<file path="src/rtl/router_ctrl_if.sv">
// Source-port and FIFO-side signals of the router controller, grouped
// so the controller and its environment share one connection bundle.
interface router_ctrl_if;
  // Source side
  logic       pkt_valid;
  logic [7:0] data_in;
  logic       busy;
  logic       err;

  // FIFO side
  logic [2:0] full;
  logic [2:0] empty;
  logic [2:0] read_enb;
  logic [2:0] vld_out;
  logic [2:0] write_enb;
  logic [2:0] soft_rst;
  logic [7:0] dout;
  logic       lfd_state;

  // Environment view: drives the byte stream and the FIFO status
  modport master (
    output pkt_valid, data_in, full, empty, read_enb,
    input  busy, err, dout, write_enb, lfd_state, soft_rst, vld_out
  );

  // Controller view
  modport slave (
    input  pkt_valid, data_in, full, empty, read_enb,
    output busy, err, dout, write_enb, lfd_state, soft_rst, vld_out
  );
endinterface

</file>
<file path="src/rtl/router_ctrl.sv">
// Packet controller for three output FIFOs: decodes the header, steers
// header/payload/parity into the addressed FIFO, checks parity, and
// soft-resets any FIFO whose reader has been idle for TIMEOUT cycles.
module router_ctrl #(
  parameter int TIMEOUT = 30
) (
  input  logic         clk,
  input  logic         rstn,
  router_ctrl_if.slave bus
);

  typedef enum logic [2:0] {
    DECODE      = 3'd0,
    WAIT_EMPTY  = 3'd1,
    LOAD_FIRST  = 3'd2,
    LOAD_DATA   = 3'd3,
    LOAD_PARITY = 3'd4,
    CHECK       = 3'd5,
    DROP        = 3'd6
  } state_t;

  // Timer value at the start of the TIMEOUT-th consecutive idle cycle
  localparam logic [4:0] TMR_LAST = 5'(TIMEOUT - 1);

  state_t     state_reg, state_next;
  logic [1:0] addr_reg, addr_next;
  logic [7:0] hdr_reg, hdr_next;
  logic [5:0] rem_reg, rem_next;
  logic [7:0] par_reg, par_next;
  logic [6:0] drop_reg, drop_next;   // bytes still to discard in DROP
  logic       err_reg, err_next;

  logic [4:0] tmr_reg  [3];
  logic [4:0] tmr_next [3];
  logic [2:0] soft_rst_reg, soft_rst_next;
  logic [2:0] idle;
  logic [2:0] expire;

  // Address-indexed views; bit 3 covers the invalid address safely
  logic [3:0] full_ext, empty_ext, soft_ext;
  logic       full_sel, empty_sel, hdr_empty, abort, take_load;
  logic [2:0] addr_onehot;

  logic       busy;
  logic       wr;
  logic       lfd;
  logic [7:0] dout;

  assign full_ext    = {1'b0, bus.full};
  assign empty_ext   = {1'b0, bus.empty};
  assign soft_ext    = {1'b0, soft_rst_reg};
  assign full_sel    = full_ext[addr_reg];
  assign empty_sel   = empty_ext[addr_reg];
  assign hdr_empty   = empty_ext[bus.data_in[1:0]];
  assign abort       = soft_ext[addr_reg];
  assign addr_onehot = 3'b001 << addr_reg;
  // A byte is taken while loading whenever the source offers one and the
  // target FIFO has room (busy is exactly full_sel in those states)
  assign take_load   = bus.pkt_valid & ~full_sel;

  assign bus.busy      = busy;
  assign bus.write_enb = wr ? addr_onehot : 3'b000;
  assign bus.dout      = dout;
  assign bus.lfd_state = lfd;
  assign bus.err       = err_reg;
  assign bus.soft_rst  = soft_rst_reg;
  assign bus.vld_out   = ~bus.empty;

  // Next-state, datapath updates and handshake outputs of the packet FSM
  always_comb begin
    state_next = state_reg;
    addr_next  = addr_reg;
    hdr_next   = hdr_reg;
    rem_next   = rem_reg;
    par_next   = par_reg;
    drop_next  = drop_reg;
    err_next   = 1'b0;
    busy       = 1'b1;
    wr         = 1'b0;
    lfd        = 1'b0;
    dout       = 8'h00;

    case (state_reg)
      DECODE: begin
        busy = 1'b0;
        if (bus.pkt_valid) begin
          hdr_next  = bus.data_in;
          addr_next = bus.data_in[1:0];
          rem_next  = bus.data_in[7:2];
          par_next  = bus.data_in;
          if (bus.data_in[1:0] == 2'd3) begin
            // Payload plus parity are discarded
            state_next = DROP;
            drop_next  = {1'b0, bus.data_in[7:2]} + 7'd1;
          end else if (hdr_empty) begin
            state_next = LOAD_FIRST;
            lfd        = 1'b1;
          end else begin
            state_next = WAIT_EMPTY;
          end
        end
      end

      WAIT_EMPTY: begin
        if (abort) begin
          state_next = DROP;
          drop_next  = {1'b0, rem_reg} + 7'd1;
        end else if (empty_sel) begin
          state_next = LOAD_FIRST;
          lfd        = 1'b1;
        end
      end

      LOAD_FIRST: begin
        dout = hdr_reg;
        if (abort) begin
          state_next = DROP;
          drop_next  = {1'b0, rem_reg} + 7'd1;
        end else begin
          wr = 1'b1;
          if (rem_reg != 6'd0) begin
            state_next = LOAD_DATA;
          end else begin
            state_next = LOAD_PARITY;
          end
        end
      end

      LOAD_DATA: begin
        busy = full_sel;
        dout = bus.data_in;
        if (abort) begin
          // A byte taken in the abort cycle is already consumed
          state_next = DROP;
          drop_next  = take_load ? {1'b0, rem_reg} : ({1'b0, rem_reg} + 7'd1);
        end else if (take_load) begin
          wr       = 1'b1;
          par_next = par_reg ^ bus.data_in;
          rem_next = rem_reg - 6'd1;
          if (rem_reg == 6'd1) begin
            state_next = LOAD_PARITY;
          end
        end
      end

      LOAD_PARITY: begin
        busy = full_sel;
        dout = bus.data_in;
        if (abort) begin
          if (take_load) begin
            state_next = DECODE;
          end else begin
            state_next = DROP;
            drop_next  = 7'd1;
          end
        end else if (take_load) begin
          wr         = 1'b1;
          err_next   = (bus.data_in != par_reg);
          state_next = CHECK;
        end
      end

      CHECK: begin
        state_next = DECODE;
      end

      DROP: begin
        busy = 1'b0;
        if (bus.pkt_valid) begin
          drop_next = drop_reg - 7'd1;
          if (drop_reg == 7'd1) begin
            state_next = DECODE;
          end
        end
      end

      default: begin
        state_next = DECODE;
      end
    endcase
  end

  // Packet FSM state and datapath registers
  always_ff @(posedge clk) begin
    if (!rstn) begin
      state_reg <= DECODE;
      addr_reg  <= 2'd0;
      hdr_reg   <= 8'h00;
      rem_reg   <= 6'd0;
      par_reg   <= 8'h00;
      drop_reg  <= 7'd0;
      err_reg   <= 1'b0;
    end else begin
      state_reg <= state_next;
      addr_reg  <= addr_next;
      hdr_reg   <= hdr_next;
      rem_reg   <= rem_next;
      par_reg   <= par_next;
      drop_reg  <= drop_next;
      err_reg   <= err_next;
    end
  end

  // Per-FIFO idle detection: count unread cycles, fire on the last one
  for (genvar gi = 0; gi < 3; gi++) begin : g_tmr
    assign idle[gi]          = bus.vld_out[gi] & ~bus.read_enb[gi];
    assign expire[gi]        = idle[gi] & (tmr_reg[gi] == TMR_LAST);
    assign tmr_next[gi]      = (idle[gi] & ~expire[gi]) ? (tmr_reg[gi] + 5'd1) : 5'd0;
    assign soft_rst_next[gi] = expire[gi];
  end

  // Idle timers and the one-cycle soft-reset pulses
  always_ff @(posedge clk) begin
    if (!rstn) begin
      for (int i = 0; i < 3; i++) begin
        tmr_reg[i] <= 5'd0;
      end
      soft_rst_reg <= 3'b000;
    end else begin
      for (int i = 0; i < 3; i++) begin
        tmr_reg[i] <= tmr_next[i];
      end
      soft_rst_reg <= soft_rst_next;
    end
  end

endmodule

</file>
<file path="src/flat_wrapper.sv">
// flat-port wrapper written by rule: the top's interface ports become plain ports
module router_ctrl_flat 
#(
  parameter int TIMEOUT = 30
)
  (clk, rstn, bus_pkt_valid, bus_data_in, bus_full, bus_empty, bus_read_enb, bus_busy, bus_err, bus_dout, bus_write_enb, bus_lfd_state, bus_soft_rst, bus_vld_out);
  router_ctrl_if bus_i ();
  input  logic clk;
  input  logic rstn;
  input wire logic [$bits(bus_i.pkt_valid)-1:0] bus_pkt_valid;
  input wire logic [$bits(bus_i.data_in)-1:0] bus_data_in;
  input wire logic [$bits(bus_i.full)-1:0] bus_full;
  input wire logic [$bits(bus_i.empty)-1:0] bus_empty;
  input wire logic [$bits(bus_i.read_enb)-1:0] bus_read_enb;
  output wire logic [$bits(bus_i.busy)-1:0] bus_busy;
  output wire logic [$bits(bus_i.err)-1:0] bus_err;
  output wire logic [$bits(bus_i.dout)-1:0] bus_dout;
  output wire logic [$bits(bus_i.write_enb)-1:0] bus_write_enb;
  output wire logic [$bits(bus_i.lfd_state)-1:0] bus_lfd_state;
  output wire logic [$bits(bus_i.soft_rst)-1:0] bus_soft_rst;
  output wire logic [$bits(bus_i.vld_out)-1:0] bus_vld_out;
  assign bus_i.pkt_valid = bus_pkt_valid;
  assign bus_i.data_in = bus_data_in;
  assign bus_i.full = bus_full;
  assign bus_i.empty = bus_empty;
  assign bus_i.read_enb = bus_read_enb;
  assign bus_busy = bus_i.busy;
  assign bus_err = bus_i.err;
  assign bus_dout = bus_i.dout;
  assign bus_write_enb = bus_i.write_enb;
  assign bus_lfd_state = bus_i.lfd_state;
  assign bus_soft_rst = bus_i.soft_rst;
  assign bus_vld_out = bus_i.vld_out;
  router_ctrl #(.TIMEOUT(TIMEOUT)) u_core (.clk(clk), .rstn(rstn), .bus(bus_i));
endmodule
</file>
<file path="config.mk">
export PLATFORM = sky130hd
export DESIGN_NAME = router_ctrl_flat
export DESIGN_NICKNAME = d
export VERILOG_FILES = /design/src/rtl/router_ctrl_if.sv /design/src/rtl/router_ctrl.sv /design/src/flat_wrapper.sv
export SDC_FILE = /design/constraint.sdc
export NUM_CORES = 1
export LEC_CHECK = 0
export CAP_MARGIN = 20
export CORE_MARGIN = 5
export CORE_UTILIZATION = 40
export CTS_CLUSTER_DIAMETER = 40
export DETAILED_ROUTE_END_ITERATION = 8
export MAX_ROUTING_LAYER = met4
export SYNTH_ARGS = -nofsm -noshare
export SYNTH_HDL_FRONTEND = slang
export SYNTH_SLANG_ARGS = --single-unit
</file>
<file path="constraint.sdc">
create_clock -name clk -period 3.8 [get_ports clk]
set_clock_uncertainty 0.1 [all_clocks]
set_input_delay 0.95 -clock clk [delete_from_list [all_inputs] [get_ports clk]]
set_output_delay 0.95 -clock clk [all_outputs]
set_load 0.01 [all_outputs]
</file>
== Word level (Yosys, flattened, before mapping) ==
Memories as Yosys holds them, arrays and structs flattened.
Index checks and enable logic that the tools add are counted.

* Logic and storage cells: 144
* Memories: 1
* Output and inout bits: 20
* RAM bits: 15
* Bits of input ports: 20
* Register bits: 38

{| class="wikitable"
|+ Memories
! memory !! words !! bits a word !! read ports !! clocked after Yosys merged registers in !! wr ports !! line !! source
|-
| u_core.tmr_reg || 3 || 5 || 3 || 0 || 3 || router_ctrl.sv:33 || <nowiki>logic [4:0] tmr_reg [3];</nowiki>
|}

* Shift operators: 1
* Reduce and logical (&&, ||, !) cells: 12
* $lt $le $gt $ge: 2
* Bitwise operators: 25
* Add/subtract/negate cells: 7
* Muxes and demuxes: 62
* Equality and inequality tests: 26

{| class="wikitable"
|+ Operator list
! kind !! count
|-
| 2-to-1 mux 7 bit || 8
|-
| 2-to-1 mux 3 bit || 15
|-
| case mux 7 bit (5 select lines) || 1
|-
| case mux 8 bit (2 select lines) || 2
|-
| 2-to-1 mux 5 bit || 6
|-
| 2-to-1 mux 8 bit || 3
|-
| 2-to-1 mux 6 bit || 3
|-
| case mux 3 bit (6 select lines) || 1
|-
| adder 5 x 1 -> 5 bit (second input constant) || 3
|-
| == test 5 bit (second input constant) || 3
|-
| adder 6 x 1 -> 7 bit (second input constant) || 2
|-
| 2-to-1 mux 1 bit || 14
|-
| inequality test 2 x 1 -> 1 bit (second input constant) || 6
|-
| inequality test 3 x 1 -> 1 bit (second input constant) || 4
|-
| case mux 6 bit (2 select lines) || 1
|-
| bitwise AND 1 bit || 10
|-
| NOT 1 bit || 10
|-
| binary-select mux 1 bit (select 2 bit) || 4
|-
| inequality test 2 bit (second input constant) || 4
|-
| inequality test 8 bit || 1
|-
| AND reduction 8 bit || 1
|-
| XOR 8 bit || 1
|-
| == test 7 x 1 -> 1 bit (second input constant) || 1
|-
| AND reduction 7 bit || 1
|-
| 21 further kinds || 30
|}

== Logic depth before layout (Yosys ltp) ==
* Word-level depth: 8
* Mapped depth: 8
* Depth with buffers taken out: 7

== Least setup slack after synthesis ==
Ideal clock, no wire load.

* Path kind: input to output
* Start point: input port bus_full[0]
* End point: output port bus_write_enb[2]
* Data arrival time: 2.339 ns
* Slack: 0.411 ns
* Stages on the path: 5
* Data required time: 2.750 ns
* Buffers on the path: 1
* Cell sequence: mux2_4 -> a211oi_2 -> buf_2 -> a2bb2oi_1 -> nor4b_1

* Longest elaborated chain between the ends: 8

{| class="wikitable"
|+ Ends and longest elaborated chain
! what !! line !! source
|-
| start, declared || flat_wrapper.sv:12 || <nowiki>input wire logic [$bits(bus_i.full)-1:0] bus_full;</nowiki>
|-
| binary-select mux 1 bit (select 2 bit) || router_ctrl.sv:52 || <nowiki>assign full_sel = full_ext[addr_reg];</nowiki>
|-
| 2-to-1 mux 1 bit (implied by the code) || router_ctrl.sv:52 ||
|-
| NOT 1 bit || router_ctrl.sv:59 || <nowiki>assign take_load = bus.pkt_valid & ~full_sel;</nowiki>
|-
| bitwise AND 1 bit || router_ctrl.sv:59 ||
|-
| 2-to-1 mux 1 bit || router_ctrl.sv:136, router_ctrl.sv:156 ||
|-
| 2-to-1 mux 1 bit || router_ctrl.sv:132 || <nowiki>if (abort) begin</nowiki>
|-
| case mux 1 bit (2 select lines) || router_ctrl.sv:83 || <nowiki>case (state_reg)</nowiki>
|-
| 2-to-1 mux 3 bit || router_ctrl.sv:62 || <nowiki>assign bus.write_enb = wr ? addr_onehot : 3'b000;</nowiki>
|-
| end, declared || flat_wrapper.sv:18 || <nowiki>output wire logic [$bits(bus_i.write_enb)-1:0] bus_write_enb;</nowiki>
|}

No other way between the ends. The select of a mux whose other input is x is not followed.

== Worst setup path after layout ==
* Start point: input port bus_data_in[2]
* End point: output port bus_dout[2]

* Longest elaborated chain between the ends: 1

{| class="wikitable"
|+ Ends and longest elaborated chain
! what !! line !! source
|-
| start, declared || flat_wrapper.sv:11 || <nowiki>input wire logic [$bits(bus_i.data_in)-1:0] bus_data_in;</nowiki>
|-
| case mux 8 bit (2 select lines) || router_ctrl.sv:83 ||
|-
| end, declared || flat_wrapper.sv:17 || <nowiki>output wire logic [$bits(bus_i.dout)-1:0] bus_dout;</nowiki>
|}

No other way between the ends.

==> impl_metrics.ini <==
[status]
status = finished, final reports clean

[synth]
synth.distinct_cells = 74
ys_top_cells_by_area = dfxtp_1 27%, nand2_1 5.2%, o21ai_0 4.7%
yosys_warnings = 0
netlist.area_leader.share = 0.266
ys.flop_type = dfxtp_1
synth_top_area_cell = dfxtp_1
ys_seq_area_frac = 0.266
syn_inst = 506
async_flop_share = 0
syn-cell-area_sq_mm = 0.00383
ys_seq_elements = 51
synth_nets = 538
avgSynthCellArea_sq_um = 7.57
synth_edf_count = 0

[clock_tree]
clk_pin_slew_ns = 0.09
cts_root_buffer = clkbuf_8
cts_sinks = 51
cts_max_level = 2
cts.hold.buffers_added = 0
cts_tree = built
cts_made_buffers = 5
clkLatencyLatePin_ns = 0.32
clock_path_buffers = 2

[setup_path]
arrival_ns = 2.67
cp-start-kind = primary input
slowest_delay_ns = 0.62
r2r_slack_ns = 0.99
cp_cell_sequence = clkdlybuf4s50_1, nand2_1, o22a_1, o21ai_0, clkdlybuf4s50_1
path_class = in -> out
crit_required_ns = 2.75
slowest_stage = clkdlybuf4s50_1
worstSetupEndpointType = primary output
worstReg2RegEnd = u_core.rem_reg[1]
regToRegStartpoint = u_core.state_reg[1]
critPathMostFrequentCell = clkdlybuf4s50_1
critPathMaxFanout = 2
rr_worst_depth = 5

[grt]
track_usage = 0.206
grt_max_degree = 29
grt_pass1_vias = 3680
grt_pass1_wl_um = 18600
antenna_found_initial = 0
overflow = 0

[placed_design]
port_buffers = 39
place.gp.congestion = 0.872
dpl.cell_count = 666
place_ws_ns = -0.356
hpwlAfterDp_um = 8420

[timing]
worst_pin_slew_ns = 0.715
fmax_mhz = 269
final-setup-viol-count = 0
rsz0062_at_grt = no
hold_viol = 0
finalWorstSetupSlack_ns = 0.0837
holdWs_ns = 0.359
slew_headroom = 0.521
slew_viol_final = 0
layout_min_cycle_time_ns = 3.72
timing.final.crit_share = 0.978

[finish]
fin_cells = 674
largest_reg_flops = 15
fin_util = 0.484
nets = 576
syn_to_final_growth_pct = 17.3
layout-drive-gt1-share = 0.121
antenna_cells = 0

[power_and_ir_drop]
p_per_area_mw_per_mm2 = 548
leakage_nw = 1.60
peakVddDrop_uv = 280
power_w = 0.00246

[route]
vias = 3920
drtIter0Drc = 333
drt-total-wl_um = 11400
drtPass1Iterations = 5
viasPerCell = 5.82
drc_errors = 0
post_drt_wl_per_cell_um = 17.0
antenna_left = 0

[floorplan]
core_area_sq_mm = 0.00928
io_pins = 40
die_h_um = 108
start_util = 0.413
die_w_um = 108
rows = 35
dieArea_sq_mm = 0.0116

[run]
maxCapViolCount = 0

[min_path]
hold_end = u_core.hdr_reg[5]
hold_depth = 2
hp-class = reg -> reg
min_from = u_core.hdr_reg[5]
-- worst max-delay path, delay by kind of cell --
family                 cells  cell delay, ns
buffers and inverters      2            1.14
and+or+nand+nor            1            0.10
AOI/OAI and AO/OA          2            0.48
-- where the power goes --
group	leakage, nW	internal, W	switching (W)
sequential	0.416	0.000628	0.000136
combinational	1.14	0.000580	0.000777
clock	0.0484	0.000150	0.000192
total	1.60	0.00136	0.00111
-- cell usage in the layout (no fill, tap or decap), types with 4 or more instances in the layout --
cell type and instances:
a211oi_1 7, a21oi_1 31, a22oi_1 16, a2bb2oi_1 4
a31oi_1 4, and3_1 6, buf_4 35, clkbuf_8 6
clkdlybuf4s50_1 35, dfxtp_1 51, ha_1 12, inv_1 24
mux2i_1 5, nand2_1 53, nand3_1 22, nand3b_1 4
nand4_1 7, nor2_1 46, nor2b_1 6, nor3_1 10
nor4_1 7, o2111ai_1 9, o211ai_1 8, o21a_1 4
o21ai_0 36, o22ai_1 6, o32ai_1 4, or3_1 4
xnor2_1 15, xor2_1 10
-- logic make-up (layout without fill, tap and decap cells) --
kind of cell	count (synthesis)	in the layout	share of synthesized area
and+or+nand+nor	183	183	0.232
AOI/OAI and AO/OA	157	157	0.285
buffers and inverters	68	107	0.0881
DFF	51	51	0.266
xor gates and xnor gates	25	25	0.0571
adders and majority gates	12	12	0.0392
muxes	10	10	0.0317
-- per-layer routing --
metal,global-route usage,wire (um),share of wire
met3,0.0318,542,0.047
met2,0.322,5230,0.46
met4,0.0550,163,0.014
met5,-,0,0
met1,0.278,5500,0.48
-- what timing repair did --
action	4_1_cts	5_1_grt
hold endpoints to repair	0	0
setup buffers	0	0
endpoints found under the setup margin	4	3
cloned	0	0
pin swaps	0	0
gates resized for setup	6	9
-- worst max-delay path by stage --
stage / endpoint / from
2_1_floorplan: bus_write_enb[2] / bus_full[0]
3_3_place_gp: bus_write_enb[2] / bus_full[0]
3_5_place_dp: bus_write_enb[2] / bus_full[0]
4_1_cts: bus_write_enb[2] / bus_full[0]
5_1_grt: bus_write_enb[2] / bus_full[0]
6_report: bus_dout[2] / bus_data_in[2]
-- layout make-up --
class                      instances  area, sq um
sequential                        51         1020
clock inverter                     1         8.76
timing repair buffer              74          637
fill                             953         4790
multi-input combinational        387         2490
inverter                          25         93.8
clock buffer                       7         86.3
tap                              129          161
-- through the flow --
stage | area [sq um] | TNS, ns
2_1_floorplan | 3830 | 0
3_3_place_gp | 4400 | -0.755
3_5_place_dp | 4400 | -0.912
4_1_cts | 4490 | -0.0298
5_1_grt | 4500 | 0
6_report | 4500 | 0
-- synth_stat cells (10+ instances only) --
library cell / instances
nor2_1: 46
a21oi_1: 31
nand3_1: 22
xor2_1: 10
nor3_1: 10
nand2_1: 53
clkbuf_1: 24
inv_1: 24
dfxtp_1: 51
o21ai_0: 36
xnor2_1: 15
ha_1: 12
a22oi_1: 16
(Power assumes the default switching activity.)
